## src/rtl/systolic_ctrl.sv

```systemverilog
// systolic_ctrl: sequencer for a DIM x DIM output-stationary systolic array.
// Loads A and B as row beats, clears the array, feeds skewed operand
// wavefronts, waits out propagation, then holds the packed result for a
// valid/ready consumer.
// Optional feature macro: SYSTOLIC_CTRL_ACCUM_EN adds input acc_keep; when it
// is sampled high on the last load beat, the CLEAR cycle leaves the array
// accumulators intact so new products add onto the previous tile.
//
// state | meaning
// LOAD  | accept 2*DIM row beats: A rows 0..DIM-1, then B rows 0..DIM-1
// CLEAR | single cycle, array accumulators cleared, operands zero
// FEED  | skewed wavefronts, t = 0..3*DIM-2 (last t is a settle cycle)
// OUT   | captured result held on res_data until res_ready
module systolic_ctrl #(
  parameter int WIDTH = 8,
  parameter int DIM   = 3
) (
  input  logic                       clock,
  input  logic                       reset,
  input  logic [DIM*WIDTH-1:0]       ld_data,
  input  logic                       ld_valid,
  output logic                       ld_ready,
`ifdef SYSTOLIC_CTRL_ACCUM_EN
  input  logic                       acc_keep,
`endif
  output logic                       arr_reset,
  output logic [DIM*WIDTH-1:0]       arr_inp_left,
  output logic [DIM*WIDTH-1:0]       arr_inp_top,
  input  logic [2*DIM*DIM*WIDTH-1:0] arr_result,
  output logic [2*DIM*DIM*WIDTH-1:0] res_data,
  output logic                       res_valid,
  input  logic                       res_ready,
  output logic                       busy
);

  localparam int LW = DIM*WIDTH;
  localparam int RW = 2*DIM*DIM*WIDTH;
  localparam int BW = $clog2(2*DIM);
  localparam int TW = $clog2(3*DIM-1);

  localparam logic [1:0] S_LOAD  = 2'd0;
  localparam logic [1:0] S_CLEAR = 2'd1;
  localparam logic [1:0] S_FEED  = 2'd2;
  localparam logic [1:0] S_OUT   = 2'd3;

  localparam logic [BW-1:0] LAST_BEAT = BW'(2*DIM-1);
  localparam logic [TW-1:0] LAST_T    = TW'(3*DIM-2);

  logic [1:0]       r_state;
  logic [BW-1:0]    r_beat;
  logic [TW-1:0]    r_t;
  logic [RW-1:0]    r_res_data;
  logic             r_res_valid;
  logic [WIDTH-1:0] r_a [DIM][DIM];
  logic [WIDTH-1:0] r_b [DIM][DIM];
  logic             r_keep;

  logic             w_xfer;
  logic             w_last_beat;
  logic             w_t_last;
  logic             w_clear_arr;
  logic [LW-1:0]    w_left;
  logic [LW-1:0]    w_top;

  // Handshake and terminal-count decodes
  always_comb begin
    ld_ready    = !reset && (r_state == S_LOAD);
    w_xfer      = ld_valid && ld_ready;
    w_last_beat = (r_beat == LAST_BEAT);
    w_t_last    = (r_t == LAST_T);
    busy        = !reset && ((r_state == S_CLEAR) || (r_state == S_FEED));
    w_clear_arr = (r_state == S_CLEAR) && !r_keep;
    arr_reset   = reset || w_clear_arr;
  end

`ifdef SYSTOLIC_CTRL_ACCUM_EN
  // Latch the accumulate request with the final load beat
  always_ff @(posedge clock) begin
    if (reset) begin
      r_keep <= 1'b0;
    end else if (w_xfer && w_last_beat) begin
      r_keep <= acc_keep;
    end
  end
`else
  // Without the accumulate option every CLEAR wipes the array
  always_comb begin
    r_keep = 1'b0;
  end
`endif

  // Sequencer: beat counter, feed time counter and result capture
  always_ff @(posedge clock) begin
    if (reset) begin
      r_state     <= S_LOAD;
      r_beat      <= '0;
      r_t         <= '0;
      r_res_valid <= 1'b0;
      r_res_data  <= '0;
    end else begin
      case (r_state)
        S_LOAD: begin
          if (w_xfer) begin
            if (w_last_beat) begin
              r_beat  <= '0;
              r_state <= S_CLEAR;
            end else begin
              r_beat <= r_beat + BW'(1);
            end
          end
        end
        S_CLEAR: begin
          r_t     <= '0;
          r_state <= S_FEED;
        end
        S_FEED: begin
          if (w_t_last) begin
            r_res_data  <= arr_result;
            r_res_valid <= 1'b1;
            r_state     <= S_OUT;
          end else begin
            r_t <= r_t + TW'(1);
          end
        end
        S_OUT: begin
          if (res_ready) begin
            r_res_valid <= 1'b0;
            r_state     <= S_LOAD;
          end
        end
        default: r_state <= S_LOAD;
      endcase
    end
  end

  // Operand storage; the beat number selects A or B row, lane k is column k
  always_ff @(posedge clock) begin
    for (int r = 0; r < DIM; r++) begin
      for (int k = 0; k < DIM; k++) begin
        if (w_xfer && (r_beat == BW'(r))) begin
          r_a[r][k] <= ld_data[LW-1-k*WIDTH -: WIDTH];
        end
        if (w_xfer && (r_beat == BW'(DIM+r))) begin
          r_b[r][k] <= ld_data[LW-1-k*WIDTH -: WIDTH];
        end
      end
    end
  end

  // Skewed wavefronts: element k of row/column i enters at t = i + k
  always_comb begin
    w_left = '0;
    w_top  = '0;
    if (!reset && (r_state == S_FEED)) begin
      for (int i = 0; i < DIM; i++) begin
        for (int k = 0; k < DIM; k++) begin
          if (int'(r_t) == i + k) begin
            w_left[LW-1-i*WIDTH -: WIDTH] = r_a[i][k];
            w_top[LW-1-i*WIDTH -: WIDTH]  = r_b[k][i];
          end
        end
      end
    end
  end

  assign arr_inp_left = w_left;
  assign arr_inp_top  = w_top;
  assign res_data     = r_res_data;
  assign res_valid    = r_res_valid;

endmodule

```

## config.mk

```make
export PLATFORM = sky130hd
export DESIGN_NAME = systolic_ctrl
export DESIGN_NICKNAME = d
export VERILOG_FILES = /design/src/rtl/systolic_ctrl.sv
export SDC_FILE = /design/constraint.sdc
export NUM_CORES = 1
export LEC_CHECK = 0
export BUFFER_PORTS_ARGS = -buffer_cell sky130_fd_sc_hd__buf_2
export CORE_MARGIN = 1
export CORE_UTILIZATION = 55
export DETAILED_ROUTE_END_ITERATION = 12
export GPL_TIMING_DRIVEN = 0
export PLACE_DENSITY_LB_ADDON = 0.08
export SYNTH_ARGS = -nofsm -noshare
export SYNTH_HDL_FRONTEND = slang
export SYNTH_SLANG_ARGS = --single-unit
```

## constraint.sdc

```tcl
create_clock -name clock -period 6.8 [get_ports clock]
set_input_delay 1.36 -clock clock [delete_from_list [all_inputs] [get_ports clock]]
set_output_delay 1.36 -clock clock [all_outputs]
set_load 0.01 [all_outputs]
```

==> results.toml, run 1 <==
[worst_setup_path]
cp_slowest_stage_delay_ns = 0.48
crit_path_end_kind = "output port"
start_kind = "flip-flop"
path_cells = "clkbuf_1 > clkbuf_1 > inv_1 > ha_1 > nor2_1 > buf_2 > a22oi_1 > nor2_1 > buf_2"
critPathArrivalTime_ns = 3.31
slowest_stage = "clkbuf_1"
cp_data_required_time_ns = 5.44
crit_type = "flip-flop to output port"
path_max_fanout = 10

[clocking]
cts-root-buf = "clkbuf_16"
clock_latency_ns = 0.55
cts_htree_levels = 1
clk_path_buf_depth = 3
cts_resized = 0
numCtsBuffers = 30
cts.clk_slew.worst_paths_ns = 0.06
cts_setup_buffers = 0
tritoncts = "yes"
hold_buffers = 0
cts_sinks = 297

[logic_synthesis]
yosys_warnings = 0
synth_nets = 1246
syn_inst = 1062
syn_area_sq_um = 11370
synth.ff_latch_count = 297
synth_area_per_cell_sq_um = 10.71
synth_ff_type = "dfxtp_1"
synth_top_area_share_pct = 38.02
synth_edf_count = 144
synthArstFlopShare_pct = 0
synth.largest_area_cell = "edfxtp_1"
ys_top_cells_by_area = "edfxtp_1, dfxtp_1, nand2_1"
ys_seq_area_share_pct = 64.94
ys_types = 38

[place]
gp_congestion = 0.8581
placed_cell_area_sq_um = 13700
dp_hpwl_mm = 23.81
preCtsSetupSlack_ns = 2.628
port_buffers = 367
placed_cells_incl_taps = 1711

[grt]
grt_pass1_vias = 9319
grt_max_degree = 25
grt.total_usage_pct = 30.10
grt_pass1_wl_mm = 49.82
overflow = 0
antenna_found_initial = 1

[die]
core_region_area_sq_um = 20230
ios = 368
dieHeight_um = 145.8
dieArea_sq_um = 21260
rows = 52
die_w_um = 145.8
floorplan.initialDensity_pct = 56.21

[timing]
worst_pin_slew_ns = 1.026
drv_slew = 0
clock.fmax_mhz = 214.3
setup_slack_ns = 2.133
finClkSkew_ns = 0.01148
min_period_ns = 4.667
rsz0062_at_grt = "false"
setup_tns_ns = 0
slew_headroom_pct = 31.02
hold_violations = 0
period_share_pct = 68.63
holdWs_ns = 0.4496
setup-violations-final = 0

[route]
drc = 0
drt-total-wl_mm = 32.56
viasPerCell = 5.326
wire_per_inst_um = 18.42
drt_iter0_drc = 609
drt_pass1_iterations = 4
vias = 9417
antenna_left = 0

[finish]
area_delta_synth_final_pct = 29.57
stdcell_area_sq_um = 14740
layout-drive-gt1-share_pct = 33.22
n_fill_cell = 1501
num-nets-final = 1657
multi_input_area_sq_um = 3495
instances_no_fill = 1768
seq_area_sq_um = 7387
postLayoutCoreUtil_pct = 72.84

[power_and_ir_drop]
pwr-share-comb_pct = 2.8
switchingPower_mw = 0.7369
peakVddDrop_mv = 0.2283
pwr-share-seq_pct = 50.9
p_clk_share_pct = 46.4
switching_share_pct = 19.79
p_total_mw = 3.723
p_leak_nw = 5.861
p_per_area_nw_per_um2 = 252.6
internal-power_mw = 2.986

[min_path]
min_path_type = "flip-flop to flip-flop"

[job]
max_cap_violations = 0

[status]
status = "finished clean"
final timing paths:
path | end | slack [ns] | startpoint | cells past startpoint
max | arr_inp_top[14] | 2.13 | r_t[2] | 9
min | res_data[78] | 0.45 | res_data[78] | 2
max reg2reg | r_b[1][6] | 4.13 | r_state[1] | 7
min reg2reg | res_data[78] | 0.45 | res_data[78] | 2
cells in the final DEF, fill, tap and decap left out, types with 3 or more instances in the layout:
| cell | Yosys | layout |
|---|---|---|
| a2111oi_1 | 5 | 5 |
| a2111oi_2 | 11 | 11 |
| a211oi_1 | 17 | 17 |
| a21oi_1 | 165 | 165 |
| a221oi_1 | 22 | 22 |
| a221oi_2 | 10 | 10 |
| a22o_1 | 16 | 16 |
| a22oi_1 | 17 | 17 |
| buf_1 | 4 | 4 |
| buf_2 | 31 | 398 |
| buf_4 | 9 | 16 |
| buf_6 | 4 | 6 |
| buf_8 | 0 | 3 |
| bufinv_16 | 0 | 6 |
| clkbuf_1 | 37 | 41 |
| clkbuf_16 | 0 | 31 |
| clkinv_1 | 0 | 7 |
| clkinv_2 | 0 | 4 |
| dfxtp_1 | 153 | 153 |
| edfxtp_1 | 144 | 144 |
| ha_1 | 12 | 12 |
| inv_1 | 26 | 26 |
| nand2_1 | 308 | 308 |
| nand2b_1 | 3 | 3 |
| nor2_1 | 42 | 41 |
| nor2b_1 | 6 | 6 |
logic make-up after synthesis:
group                    Yosys count  share of synthesized area, %
XOR/XNOR                           1                       0.07701
flip-flops                       297                         64.94
buffers and inverters            111                         4.565
AND/OR/NAND/NOR                  370                         12.80
AO/OA/AOI/OAI                    271                         16.29
adder cells (fa/ha/maj)           12                         1.320
registers in the layout (all words and copies together), names as in the netlist:
register,flops
r_beat,3
r_t,3
r_a,72
res_data,144
res_valid,1
r_b,72
r_state,2
Yosys cell counts (2+ instances only):
cell	number
nand2b_1	3
ha_1	12
a211oi_1	17
a22o_1	16
a221oi_2	10
and2_1	2
buf_6	4
a221oi_1	22
inv_1	26
nor2_1	42
clkbuf_1	37
buf_1	4
dfxtp_1	153
a22oi_1	17
nand2_1	308
buf_2	31
nor4_1	2
o21ai_1	2
buf_4	9
a2111oi_1	5
nor2b_1	6
a21oi_1	165
a2111oi_2	11
edfxtp_1	144
power groups by stage:
| stage | Combinational [mW] | Sequential (mW) | Clock (mW) |
|---|---|---|---|
| finish | 0.104 | 1.89 | 1.73 |
| global route | 0.113 | 1.89 | 1.81 |
| CTS | 0.104 | 1.89 | 1.74 |
| detailed placement | 0.102 | 1.93 | 0 |
| global placement | 0.0979 | 1.93 | 0 |
| floorplan | 0.0277 | 1.93 | 0 |
per-layer routing:
layer / share of wire [%] / global-route usage (%) / wire length [um] / vias up
met3: 7.2 / 6.583 / 2357 / 80
met5: 0 / 0 / 0 / -
met2: 51 / 53.47 / 16670 / 371
met4: 4.0 / 12.63 / 1293 / 0
li1: - / - / - / 4533
met1: 38 / 35.11 / 12240 / 4433
critical path: cells and delay by family (launching register included):
kind / cells / cell delay, ns
compound gates: 1 / 0.12
fa+ha+maj: 1 / 0.30
buf+inv: 5 / 1.40
flops: 1 / 0.33
simple gates: 2 / 0.61
final cells by class:
cell class              instances  area share (%)
clock inverters                20           1.672
inverters                      26          0.6622
multi-input cells             654           23.71
diodes                          2         0.03396
flip-flops and latches        297           50.12
repair buffers                379           13.28
plain buffers                  85           2.861
clock buffers                  35           5.365
well taps                     270           2.292
No activity file was read; power rests on OpenSTA's default activity.
==> run 2: changes to the inputs <==
- CORE_UTILIZATION: 55 -> 51
- clock period: 6.8 -> 4.9 ns (I/O delays scaled with it)
==> run 2 against run 1 <==
Compared with the run above: final cell count grew 0.68%; total power grew 39%; cell area grew 0.17%; sequential share of layout area shrank 0.085 points; sequential power grew 39%; critical path depth is the same; critical endpoint is now arr_inp_top[11]; clock power grew 39%; critical path type unchanged; hold slack lost 0.00067 ns; highest routed layer unchanged; first-iteration DRC count shrank 15%; clock skew is essentially flat; utilization shrank 5.2 points.
==> results.toml, run 2 (same netlist as run 1, synthesis figures left out) <==
[status]
status = "finished clean"

[power_and_ir_drop]
p_leak_nw = 5.872
pwr-share-comb_pct = 2.8
pwr-share-seq_pct = 50.8
peakVddDrop_mv = 0.2819
internal-power_mw = 4.139
switchingPower_mw = 1.035
switching_share_pct = 20.00
p_clk_share_pct = 46.4
p_total_mw = 5.174
p_per_area_nw_per_um2 = 350.5

[route]
viasPerCell = 5.251
antenna_left = 0
vias = 9346
drt-total-wl_mm = 32.04
wire_per_inst_um = 18.00
drc = 0
drt_pass1_iterations = 7
drt_iter0_drc = 516

[finish]
postLayoutCoreUtil_pct = 67.65
n_fill_cell = 1807
stdcell_area_sq_um = 14760
layout-drive-gt1-share_pct = 33.18
area_delta_synth_final_pct = 29.79
largest_reg_flops = 144
instances_no_fill = 1780
num-nets-final = 1658
mostFrequentLayoutCell = "buf_2"
final_cell_mix = "buf_2, nand2_1, a21oi_1"

[clocking]
cts_resized = 0
tritoncts = "yes"
clk_path_buf_depth = 3
clock_latency_ns = 0.55
cts-root-buf = "clkbuf_16"
cts_htree_levels = 1
numCtsBuffers = 31
cts_setup_buffers = 0
cts_sinks = 297
hold_buffers = 0
cts.clk_slew.worst_paths_ns = 0.06

[die]
core_region_area_sq_um = 21820
dieArea_sq_um = 22900
dieHeight_um = 151.3
die_w_um = 151.3
ios = 368
floorplan.initialDensity_pct = 52.12
rows = 54

[grt]
grt.total_usage_pct = 27.48
grt_pass1_wl_mm = 47.77
grt_pass1_vias = 8893
grt_max_degree = 25
antenna_found_initial = 2
overflow = 0

[timing]
rsz0062_at_grt = "false"
finClkSkew_ns = 0.01182
setup-violations-final = 0
slew_headroom_pct = 33.00
hold_violations = 0
holdWs_ns = 0.4490
setup_slack_ns = 0.4959
drv_slew = 0
period_share_pct = 89.88
min_period_ns = 4.404
worst_pin_slew_ns = 1.004
clock.fmax_mhz = 227.1
setup_tns_ns = 0

[job]
max_cap_violations = 0

[worst_setup_path]
crit_family = "buffers and inverters"
crit_path_end_kind = "output port"
critPathArrivalTime_ns = 3.42
path_cells = "clkbuf_1 > clkbuf_1 > inv_1 > ha_1 > nor2_1 > buf_2 > a22oi_1 > nor2_1 > buf_2"
start_kind = "flip-flop"
crit_type = "flip-flop to output port"
slowest_stage = "nor2_1"
path_max_fanout = 10
worst-path-buf-inv = 5
cp_slowest_stage_delay_ns = 0.50
cp_data_required_time_ns = 3.92

[place]
dp_hpwl_mm = 23.35
placed_cell_area_sq_um = 13720
placed_cells_incl_taps = 1721
port_buffers = 367
gp_congestion = 0.8526
preCtsSetupSlack_ns = 1.129

[min_path]
min_path_type = "flip-flop to flip-flop"
-- run 2: cell types whose count changed in the layout (fill, tap and decap cells not counted), sizes merged --
cell	delta
clkbuf	+6
clkinvlp	-2
bufinv	-1
clkinv	-1
-- run 2: layer usage --
layer	vias up	track usage, %	wire (um)
met5	-	0	0
met4	0	8.900	711
met3	54	5.873	2515
met2	363	47.21	16270
met1	4378	34.32	12540
li1	4551	-	-
-- run 2: final timing paths --
check        cells after the start    startpoint  slack, ns              end
max                              9        r_t[2]       0.50  arr_inp_top[11]
min                              2  res_data[54]       0.45     res_data[54]
max reg2reg                      5    r_state[1]       2.26       r_a[1][22]
min reg2reg                      2  res_data[54]       0.45     res_data[54]
-- run 2: cell type report --
| cell class | count | area (sq um) | area share (%) |
|---|---|---|---|
| Antenna cell | 2 | 5.005 | 0.03390 |
| Tap cell | 280 | 350.3 | 2.373 |
| Timing Repair Buffer | 379 | 1966 | 13.31 |
| Clock buffer | 41 | 834.6 | 5.653 |
| Multi-Input combinational cell | 654 | 3495 | 23.67 |
| Clock inverter | 16 | 206.4 | 1.398 |
| Inverter | 26 | 97.59 | 0.6611 |
| Sequential cell | 297 | 7387 | 50.04 |
| Buffer | 85 | 421.7 | 2.856 |
-- run 2: worst reg2reg max path: cells and delay by family, from the launching register on --
family                     cells  cell delay, ns
adders and majority gates      1            0.34
buffers and inverters          2            0.88
DFF                            1            0.33
and+or+nand+nor                2            0.71
-- run 2: power by group through the flow --
| stage | clock network [mW] | registers, mW | logic, mW |
|---|---|---|---|
| after global routing | 2.52 | 2.63 | 0.159 |
| after global placement | 0 | 2.68 | 0.137 |
| after floorplan | 0 | 2.68 | 0.0385 |
| after CTS | 2.44 | 2.63 | 0.145 |
| final | 2.40 | 2.63 | 0.145 |
| after detailed placement | 0 | 2.68 | 0.143 |
